==> src/rtl/clk_div_pkg.sv <==
// ============================================================================
// Module   : clk_div_pkg
// Brief    : Shared constants and helpers for the multi-channel clock divider.
// Revision : 1.0 - initial release
// ============================================================================
`default_nettype none

package clk_div_pkg;

  // Default counter width and reset half-period (125 MHz -> 1 Hz).
  localparam int CNT_W_DEF    = 32;
  localparam int DEF_HALF_DEF = 62500000;

  // Width of a channel index; a single channel still needs one select bit.
  function automatic int ch_idx_w(input int num_ch);
    return (num_ch > 1) ? $clog2(num_ch) : 1;
  endfunction

  // A zero half-period would never wrap, so it is stored as 1 (clk/2).
  // Operates on 64 bits so it serves any counter width up to 64.
  function automatic logic [63:0] half_clamp(input logic [63:0] half);
    return (half == 64'd0) ? 64'd1 : half;
  endfunction

endpackage

`default_nettype wire

==> src/rtl/clk_div_ch.sv <==
// ============================================================================
// Module   : clk_div_ch
// Brief    : One divider channel: counter, active/pending half-period,
//            50% duty divided clock and toggle tick.
//            Optional macro CLK_DIV_MULTI_SYNC_EN adds the sync_i input.
// Revision : 1.0 - initial release
// ============================================================================
`default_nettype none

module clk_div_ch
  import clk_div_pkg::*;
#(
  parameter int CNT_W    = CNT_W_DEF,
  parameter int DEF_HALF = DEF_HALF_DEF
) (
  input  logic             clk,
  input  logic             rst_n,
  input  logic             en_i,
  input  logic             wr_i,
  input  logic [CNT_W-1:0] wr_half_i,
`ifdef CLK_DIV_MULTI_SYNC_EN
  input  logic             sync_i,
`endif
  output logic             pend_o,
  output logic             clk_out_o,
  output logic             tick_o
);

  localparam logic [CNT_W-1:0] RST_HALF = CNT_W'(half_clamp(64'(DEF_HALF)));

  logic [CNT_W-1:0] cnt_q, cnt_d;
  logic [CNT_W-1:0] half_q, half_d;
  logic [CNT_W-1:0] pend_half_q, pend_half_d;
  logic             pend_q, pend_d;
  logic             clk_q, clk_d;
  logic             tick_q, tick_d;
  logic             w_wrap;
  logic             w_hold;
  logic             w_apply;

  // Terminal count of the active half-period.
  assign w_wrap = (cnt_q == (half_q - CNT_W'(1)));

  // Hold (counter and output cleared) when disabled or phase-aligned by sync.
`ifdef CLK_DIV_MULTI_SYNC_EN
  assign w_hold = !en_i || sync_i;
`else
  assign w_hold = !en_i;
`endif

  // A pending half-period only lands at a safe point so the output never glitches.
  assign w_apply = pend_q && (w_hold || w_wrap);

  // Next-state: count/toggle, pending apply, then capture of a new config write.
  always_comb begin
    cnt_d       = cnt_q + CNT_W'(1);
    clk_d       = clk_q;
    tick_d      = 1'b0;
    half_d      = half_q;
    pend_d      = pend_q;
    pend_half_d = pend_half_q;
    if (w_hold) begin
      cnt_d = '0;
      clk_d = 1'b0;
    end else if (w_wrap) begin
      cnt_d  = '0;
      clk_d  = !clk_q;
      tick_d = 1'b1;
    end
    if (w_apply) begin
      half_d = pend_half_q;
      pend_d = 1'b0;
    end
    // The top only grants a write while nothing is pending, so this never
    // collides with an apply on the same edge.
    if (wr_i) begin
      pend_half_d = wr_half_i;
      pend_d      = 1'b1;
    end
  end

  // Channel state register with asynchronous clear.
  always_ff @(posedge clk or negedge rst_n) begin
    if (!rst_n) begin
      cnt_q       <= '0;
      half_q      <= RST_HALF;
      pend_half_q <= RST_HALF;
      pend_q      <= 1'b0;
      clk_q       <= 1'b0;
      tick_q      <= 1'b0;
    end else begin
      cnt_q       <= cnt_d;
      half_q      <= half_d;
      pend_half_q <= pend_half_d;
      pend_q      <= pend_d;
      clk_q       <= clk_d;
      tick_q      <= tick_d;
    end
  end

  assign pend_o    = pend_q;
  assign clk_out_o = clk_q;
  assign tick_o    = tick_q;

endmodule

`default_nettype wire

==> src/rtl/clk_div_multi.sv <==
// ============================================================================
// Module   : clk_div_multi
// Brief    : Parametrised multi-channel clock divider / tick generator with a
//            shared valid/ready configuration port.
//            Optional macro CLK_DIV_MULTI_SYNC_EN adds the sync input that
//            phase-aligns all enabled channels.
// Revision : 1.0 - initial release
// ============================================================================
`default_nettype none

module clk_div_multi
  import clk_div_pkg::*;
#(
  parameter  int NUM_CH   = 4,
  parameter  int CNT_W    = CNT_W_DEF,
  parameter  int DEF_HALF = DEF_HALF_DEF,
  localparam int CH_W     = ch_idx_w(NUM_CH)
) (
  input  logic              clk,
  input  logic              rst_n,
  input  logic [NUM_CH-1:0] ch_en,
  input  logic              cfg_valid,
  output logic              cfg_ready,
  input  logic [CH_W-1:0]   cfg_ch,
  input  logic [CNT_W-1:0]  cfg_half,
`ifdef CLK_DIV_MULTI_SYNC_EN
  input  logic              sync,
`endif
  output logic [NUM_CH-1:0] clk_out,
  output logic [NUM_CH-1:0] tick
);

  logic [NUM_CH-1:0] w_pend;
  logic [NUM_CH-1:0] w_wr;
  logic [CNT_W-1:0]  w_half;

  // Clamp once here so every channel stores a legal half-period.
  assign w_half = CNT_W'(half_clamp(64'(cfg_half)));

  // Ready follows the addressed channel's pending flag; an index beyond the
  // last channel is always accepted and simply matches no channel.
  always_comb begin
    cfg_ready = 1'b1;
    w_wr      = '0;
    for (int i = 0; i < NUM_CH; i++) begin
      if (cfg_ch == CH_W'(i)) begin
        cfg_ready = !w_pend[i];
      end
    end
    for (int i = 0; i < NUM_CH; i++) begin
      w_wr[i] = cfg_valid && cfg_ready && (cfg_ch == CH_W'(i));
    end
  end

  for (genvar g = 0; g < NUM_CH; g++) begin : g_ch
    clk_div_ch #(
      .CNT_W    (CNT_W),
      .DEF_HALF (DEF_HALF)
    ) u_ch (
      .clk       (clk),
      .rst_n     (rst_n),
      .en_i      (ch_en[g]),
      .wr_i      (w_wr[g]),
      .wr_half_i (w_half),
`ifdef CLK_DIV_MULTI_SYNC_EN
      .sync_i    (sync),
`endif
      .pend_o    (w_pend[g]),
      .clk_out_o (clk_out[g]),
      .tick_o    (tick[g])
    );
  end

endmodule

`default_nettype wire
==> config.mk <==
export PLATFORM = sky130hd
export DESIGN_NAME = clk_div_multi
export DESIGN_NICKNAME = d
export VERILOG_FILES = /design/src/rtl/clk_div_pkg.sv /design/src/rtl/clk_div_ch.sv /design/src/rtl/clk_div_multi.sv
export SDC_FILE = /design/constraint.sdc
export NUM_CORES = 1
export LEC_CHECK = 0
export CAP_MARGIN = 20
export CORE_ASPECT_RATIO = 2
export CORE_MARGIN = 2
export CORE_UTILIZATION = 43
export DETAILED_ROUTE_END_ITERATION = 7
export HOLD_SLACK_MARGIN = 0.05
export PLACE_DENSITY = 0.68
export REMOVE_ABC_BUFFERS = 1
export SLEW_MARGIN = 20
export SYNTH_ARGS = -nofsm -noshare
export SYNTH_HDL_FRONTEND = slang
export SYNTH_HIERARCHICAL = 1
export SYNTH_SLANG_ARGS = --single-unit
==> constraint.sdc <==
create_clock -name clk -period 4.9 [get_ports clk]
set_clock_uncertainty 0.15 [all_clocks]
set_input_delay 0.735 -clock clk [delete_from_list [all_inputs] [get_ports clk]]
set_output_delay 0.735 -clock clk [all_outputs]
set_load 0.1 [all_outputs]
==> flow_metrics.tcl, run 1 <==
set metrics [dict create \
    wl_per_cell_um 20.75 \
    grt_pass1_vias 20410 \
    start_util 0.4341 \
    crit_required_ns 5.17 \
    cp-startpoint "g_ch[2].u_ch/half_q[0]" \
    totalWireLength_um 68360 \
    ys_seq_area_frac 0.3997 \
    postRouteAntennaNets 0 \
    clockPowerShare 0.331 \
    slew_headroom 0.3291 \
    synth_edf_count 0 \
    htreeDepth 2 \
    synth.distinct_cells 83 \
    powerDensity_nw_per_um2 331.1 \
    cts_tree "built" \
    die_h_um 345.8 \
    fmax_mhz 230.0 \
    outcome "complete, no violations" \
    crit_fanout 67 \
    final_cell_mix "dfrtp_1, nor2_1, nand2_1" \
    finalSetupTns_ns 0 \
    vdd_drop_max_mv 0.1880 \
    synth-main-ff-cell "dfrtp_1" \
    p_leak_uw 0.009857 \
    r2r_end "g_ch[2].u_ch/cnt_q[22]" \
    antenna_found_initial 1 \
    cp_common_cell "buf_4" \
    synth-async-reset-ratio 1.000 \
    cp_cell_sequence "inv_1 -> ha_1 -> nor3b_1 -> nand4_1 -> nor4_1 -> and3b_1 -> o31a_1 -> or4_2 -> buf_4 -> o21ai_2 -> buf_4 -> nor2_1" \
    portBuffers 49 \
    cap_violations 0 \
    rsz0062_at_grt "false" \
    synthCells 2593 \
    ys_seq_elements 396 \
    postCtsResizedCells 0 \
    nNetsFinal 2554 \
    crit_path_end "g_ch[2].u_ch/cnt_q[22]" \
    synth_top_area_cell "dfrtp_1" \
    synth_area_per_cell_um2 9.687 \
    p_int_uw 6316 \
    cts_sinks 396 \
    critPathMaxStageDelay_ns 0.66 \
    p_seq_frac 0.484 \
    final_area_um2 27230 \
    synth_area_um2 25120 \
    drc 0 \
    grt_pass1_wl_um 109800 \
    p_switching_uw 2702 \
    final_layout_size_suffix_gt1_frac 0.2102 \
    fillers 5347 \
    place_area_um2 26010 \
    cts_inserted_buffers 37 \
    crit_type "reg2reg" \
    dieArea_um2 60480 \
    syn2layout_area_growth_pct 8.413 \
    pin_count 50 \
    drtPass1Iterations 7 \
    pwr-share-comb 0.185 \
    period_needed_ns 4.348 \
    drt_iter0_drc 1663 \
    r2r_slack_ns 0.55 \
    clockBufferDepth 3 \
    coreArea_um2 57870 \
    worstReg2RegStart "g_ch[2].u_ch/half_q[0]" \
    place_congestion 0.9347 \
    ys_warn_count 6 \
    cts_root_buffer "clkbuf_16" \
    slowest_stage "or4_2" \
    synth.area.top_cells "dfrtp_1, dfstp_2, mux2_2" \
    grt-ovfl-total 0 \
    slew_viol_final 0 \
    multi_input_area_um2 13820 \
    die_w_um 174.9 \
    seq_area_um2 10040 \
    rows 125 \
    period_share 0.8873 \
    dpl.cell_count 3228 \
    finalPower_uw 9018 \
    dp_hpwl_um 48590 \
    synth_top_area_share 0.2909 \
    viasPerCell 6.156 \
    worst-slew-pin-transition_ns 1.000 \
    switching_share 0.2996 \
    worst_setup_path_end_kind "flop" \
    clock_latency_ns 0.56 \
    startpoint_type "flop" \
    final_cell_count_no_fill 3294 \
    cts_setup_buffers 0 \
    hold_buffers 0 \
    grt_max_degree 117 \
    holdCritPathClass "in2async" \
    finalSetupViolCount 0 \
    worstRegToRegCells 12 \
    grt_usage 0.2244 \
    arrival_ns 4.62 \
    final_common_cell "dfrtp_1" \
    clkTransAtPathRegs_ns 0.07 \
    num_vias 20280 \
    hold_viol 0 \
]
## worst max-delay path: cells and delay by family, from the launching register on
kind                     cells  cell delay (ns)
AO/OA/AOI/OAI                2             0.47
adder cells (fa/ha/maj)      1             0.26
buffers and inverters        3             0.83
flip-flops                   1             0.47
AND/OR/NAND/NOR              6             2.00
## stage by stage
stage                     setup slack, ns  hold slack, ns  utilization
after floorplan                    -1.575          0.2894            -
after global placement             0.7211          0.3360       0.4494
after detailed placement           0.5860          0.3433       0.4494
after CTS                          0.5672         0.06529       0.4706
after global routing               0.2020         0.09370       0.4706
final                              0.5521         0.01354       0.4706
## synthesized netlist by cell type, types with 9 or more instances
library cell  number
dfrtp_1          292
nor2_1           244
nand2_1          234
clkbuf_1         172
mux2_2           133
xor2_1           127
or3_1            124
xnor2_1          124
dfstp_2          104
a222oi_1          93
and2_1            81
nand3_1           75
o211ai_2          75
nor3_1            72
inv_1             61
nand4_1           54
nor4_1            45
o21ai_0           44
buf_2             32
mux2_4            30
and3_1            25
o311ai_1          21
or4_1             20
and4_1            19
buf_6             19
a211oi_1          16
o31a_1            14
nand4b_1          12
nor4b_1           12
nand3b_1          11
a2111oi_0         10
o211ai_1          10
a21oi_1            9
and3b_1            9
nor4_4             9
## registers in the layout, indices dropped and copies added, names as in the netlist
signal / cells
g_ch.u_ch/cnt_q: 128
g_ch.u_ch/half_q: 128
g_ch.u_ch/pend_half_q: 128
g_ch.u_ch/clk_out_o: 4
g_ch.u_ch/tick_o: 4
g_ch.u_ch/pend_o: 4
## per-layer routing
layer  vias up  share of wire  wire (um)  track usage
li1       9256              -          -            -
met1     10140           0.37      25020       0.2473
met2       653           0.52      35410       0.4001
met3       232          0.039       2692      0.02210
met4         0          0.077       5236       0.1587
met5         -              0          0            0
## kinds of logic (layout without fill, tap and decap cells)
family / count (synthesis) / count (layout) / share of synthesized area
simple gates: 1099 / 1099 / 0.2375
flops: 396 / 396 / 0.3997
compound gates: 372 / 372 / 0.1372
buf+inv: 294 / 232 / 0.05210
xor+xnor: 251 / 251 / 0.08752
mux: 172 / 172 / 0.08164
fa+ha+maj: 9 / 9 / 0.004384
other cells: 0 / 1 / 0
## power groups by stage
stage                     sequential (uW)  clock, uW  combinational [uW]
after floorplan                      4230          0                1200
after global placement               4370          0                1610
after detailed placement             4400          0                1660
after CTS                            4350       3070                1670
after global routing                 4440       3180                1820
final                                4360       2990                1670
## worst min-delay path by stage
stage	start	slack, ns	to
6_report	rst_n	0.01	g_ch[2].u_ch/pend_half_q[12]
5_1_grt	rst_n	0.09	g_ch[2].u_ch/pend_half_q[12]
4_1_cts	rst_n	0.07	g_ch[2].u_ch/pend_half_q[12]
3_5_place_dp	g_ch[3].u_ch/pend_half_q[26]	0.34	g_ch[3].u_ch/half_q[26]
3_3_place_gp	g_ch[3].u_ch/pend_half_q[26]	0.34	g_ch[3].u_ch/half_q[26]
2_1_floorplan	rst_n	0.29	g_ch[0].u_ch/clk_out_o
## cell type report
cell class / instances / area share
Antenna cell: 1 / 0.00009189
Inverter: 61 / 0.008408
Tap cell: 762 / 0.03501
Sequential cell: 396 / 0.3687
Clock buffer: 54 / 0.04039
Multi-Input combinational cell: 1903 / 0.5075
Clock inverter: 11 / 0.004457
Timing Repair Buffer: 106 / 0.03547
Power figures use the tool's default switching activity.
==> run 2, diff against run 1 <==
--- a/config.mk
+++ b/config.mk
@@ -8,10 +8,11 @@
 export CAP_MARGIN = 20
 export CORE_ASPECT_RATIO = 2
 export CORE_MARGIN = 2
-export CORE_UTILIZATION = 43
+export CORE_UTILIZATION = 30
 export DETAILED_ROUTE_END_ITERATION = 7
+export GPL_ROUTABILITY_DRIVEN = 0
 export HOLD_SLACK_MARGIN = 0.05
-export PLACE_DENSITY = 0.68
+export PLACE_DENSITY = 0.53
 export REMOVE_ABC_BUFFERS = 1
 export SLEW_MARGIN = 20
 export SYNTH_ARGS = -nofsm -noshare
==> run 2 against run 1 <==
The run now ends with hold timing left. Register-to-register slack got worse by 0.16 ns. Sequential share of layout area decreased by 0.86 points. Total power increased by 2.7%.
==> flow_metrics.tcl, run 2 (synthesis results as in run 1) <==
set metrics [dict create \
    viasPerCell 5.554 \
    crit_path_end "g_ch[1].u_ch/half_q[3]" \
    grt-ovfl-total 0 \
    p_switching_uw 2796 \
    outcome "finished with violations" \
    finalSetupViolCount 0 \
    multi_input_area_um2 13820 \
    dieArea_um2 86200 \
    cap_violations 0 \
    cp-startpoint "g_ch[1].u_ch/half_q[0]" \
    failed_checks "hold timing" \
    slew_headroom 0.3131 \
    finalSetupTns_ns 0 \
    period_share 0.9203 \
    postRouteAntennaNets 0 \
    reg_top3 "g_ch.u_ch/cnt_q x128, g_ch.u_ch/half_q x128, g_ch.u_ch/pend_half_q x128" \
    cts_setup_buffers 0 \
    syn2layout_area_growth_pct 11.02 \
    rows 150 \
    finalPower_uw 9258 \
    grt_max_degree 97 \
    start_util 0.3014 \
    arrival_ns 4.79 \
    p_int_uw 6462 \
    hold_buffers 0 \
    worst-slew-pin-transition_ns 1.030 \
    drt_iter0_drc 1909 \
    coreArea_um2 83330 \
    nNetsFinal 2578 \
    fillers 8478 \
    die_w_um 208.6 \
    seq_area_um2 10040 \
    crit_required_ns 5.18 \
    period_needed_ns 4.510 \
    final_cell_mix "dfrtp_1, nor2_1, nand2_1" \
    clockBufferDepth 3 \
    p_seq_frac 0.471 \
    slew_viol_final 0 \
    switching_share 0.3020 \
    cts_inserted_buffers 37 \
    rsz0062_at_grt "false" \
    cts_root_buffer "clkbuf_16" \
    grt_pass1_wl_um 115600 \
    startpoint_type "flop" \
    antenna_found_initial 1 \
    clockPowerShare 0.344 \
    grt_usage 0.1681 \
    powerDensity_nw_per_um2 332.0 \
    wl_per_cell_um 20.29 \
    r2r_end "g_ch[1].u_ch/half_q[3]" \
    worst_setup_path_end_kind "flop" \
    diodes 0 \
    fmax_mhz 221.8 \
    postCtsResizedCells 0 \
    pin_count 50 \
    cts_tree "built" \
    grt_pass1_vias 20470 \
    htreeDepth 2 \
    clkTransAtPathRegs_ns 0.07 \
    worstRegToRegCells 11 \
    cts_sinks 396 \
    worstReg2RegStart "g_ch[1].u_ch/half_q[0]" \
    crit_fanout 34 \
    totalWireLength_um 73480 \
    hold_ws_ns -0.009623 \
    hold_viol 1 \
    drtPass1Iterations 6 \
    holdCritPathClass "in2async" \
    drc 0 \
    die_h_um 413.2 \
    dp_hpwl_um 52650 \
    p_leak_uw 0.01003 \
    final_common_cell "dfrtp_1" \
    crit_type "reg2reg" \
    pwr-share-comb 0.185 \
    clock_latency_ns 0.56 \
    vdd_drop_max_mv 0.2433 \
    r2r_slack_ns 0.39 \
    num_vias 20120 \
    portBuffers 49 \
    final_layout_size_suffix_gt1_frac 0.2209 \
]
## run 2: changes by cell type in the layout (fill, tap and decap cells not counted), sizes merged
cell / previous run / this run
clkinv: 7 / 10
bufinv: 2 / 4
inv: 61 / 64
buf: 60 / 86
diode: 1 / 0
clkinvlp: 2 / 3
clkdlybuf4s50: 46 / 44
clkbuf: 54 / 48
## run 2: cell type report
cell class / count / area share
clock buffers: 48 / 0.03912
clock inverters: 20 / 0.008031
inverters: 61 / 0.008211
multi-input cells: 1903 / 0.4956
flip-flops and latches: 396 / 0.3600
well taps: 1064 / 0.04774
repair buffers: 130 / 0.04128
## run 2: how the worst min path moves through the flow
| stage | startpoint | endpoint | slack [ns] | cells after the start |
|---|---|---|---|---|
| final | rst_n | g_ch[2].u_ch/pend_half_q[4] | -0.01 | 1 |
| after global routing | rst_n | g_ch[2].u_ch/pend_half_q[4] | 0.09 | 1 |
| after CTS | rst_n | g_ch[2].u_ch/pend_half_q[4] | 0.05 | 1 |
| after detailed placement | g_ch[3].u_ch/pend_half_q[29] | g_ch[3].u_ch/half_q[29] | 0.34 | 1 |
| after global placement | g_ch[3].u_ch/pend_half_q[17] | g_ch[3].u_ch/half_q[17] | 0.34 | 1 |
| after floorplan | rst_n | g_ch[0].u_ch/clk_out_o | 0.29 | 0 |
## run 2: layer usage
| metal | vias up | track usage | wire length, um |
|---|---|---|---|
| li1 | 9308 | - | - |
| met1 | 10080 | 0.1731 | 26720 |
| met2 | 536 | 0.3278 | 39910 |
| met3 | 190 | 0.01451 | 2410 |
| met4 | 2 | 0.09951 | 4429 |
| met5 | - | 0 | 13 |
## run 2: worst max-delay path, cell delays in order (launching register included)
cell and delay [ns]:
dfrtp_1 0.47, inv_1 0.14, ha_1 0.24, nor3b_1 0.42, nand4_1 0.38, nor4_1 0.33, and3b_1 0.22, o31a_1 0.28
or4_2 0.90, buf_4 0.34, a222oi_1 0.35, o211ai_2 0.14
## run 2: power by group through the flow
stage,Combinational [uW],Sequential (uW),Clock [uW]
global placement,1660,4380,0
finish,1710,4360,3180
floorplan,1200,4230,0
CTS,1720,4350,3310
detailed placement,1710,4410,0
global route,1870,4440,3410
## run 2: stage by stage
step / cell area (um^2) / util / hold WS (ns) / setup slack, ns / std cells
final: 27890 / 0.3347 / -0.009623 / 0.3905 / 3622
after global routing: 27890 / 0.3347 / 0.08937 / 0.2061 / 3622
after CTS: 27890 / 0.3347 / 0.05386 / 0.4749 / 3622
after detailed placement: 26570 / 0.3189 / 0.3421 / 0.4924 / 3554
after global placement: 26540 / 0.3185 / 0.3369 / 0.6283 / 3552
after floorplan: 24040 / - / 0.2894 / -1.575 / 2360
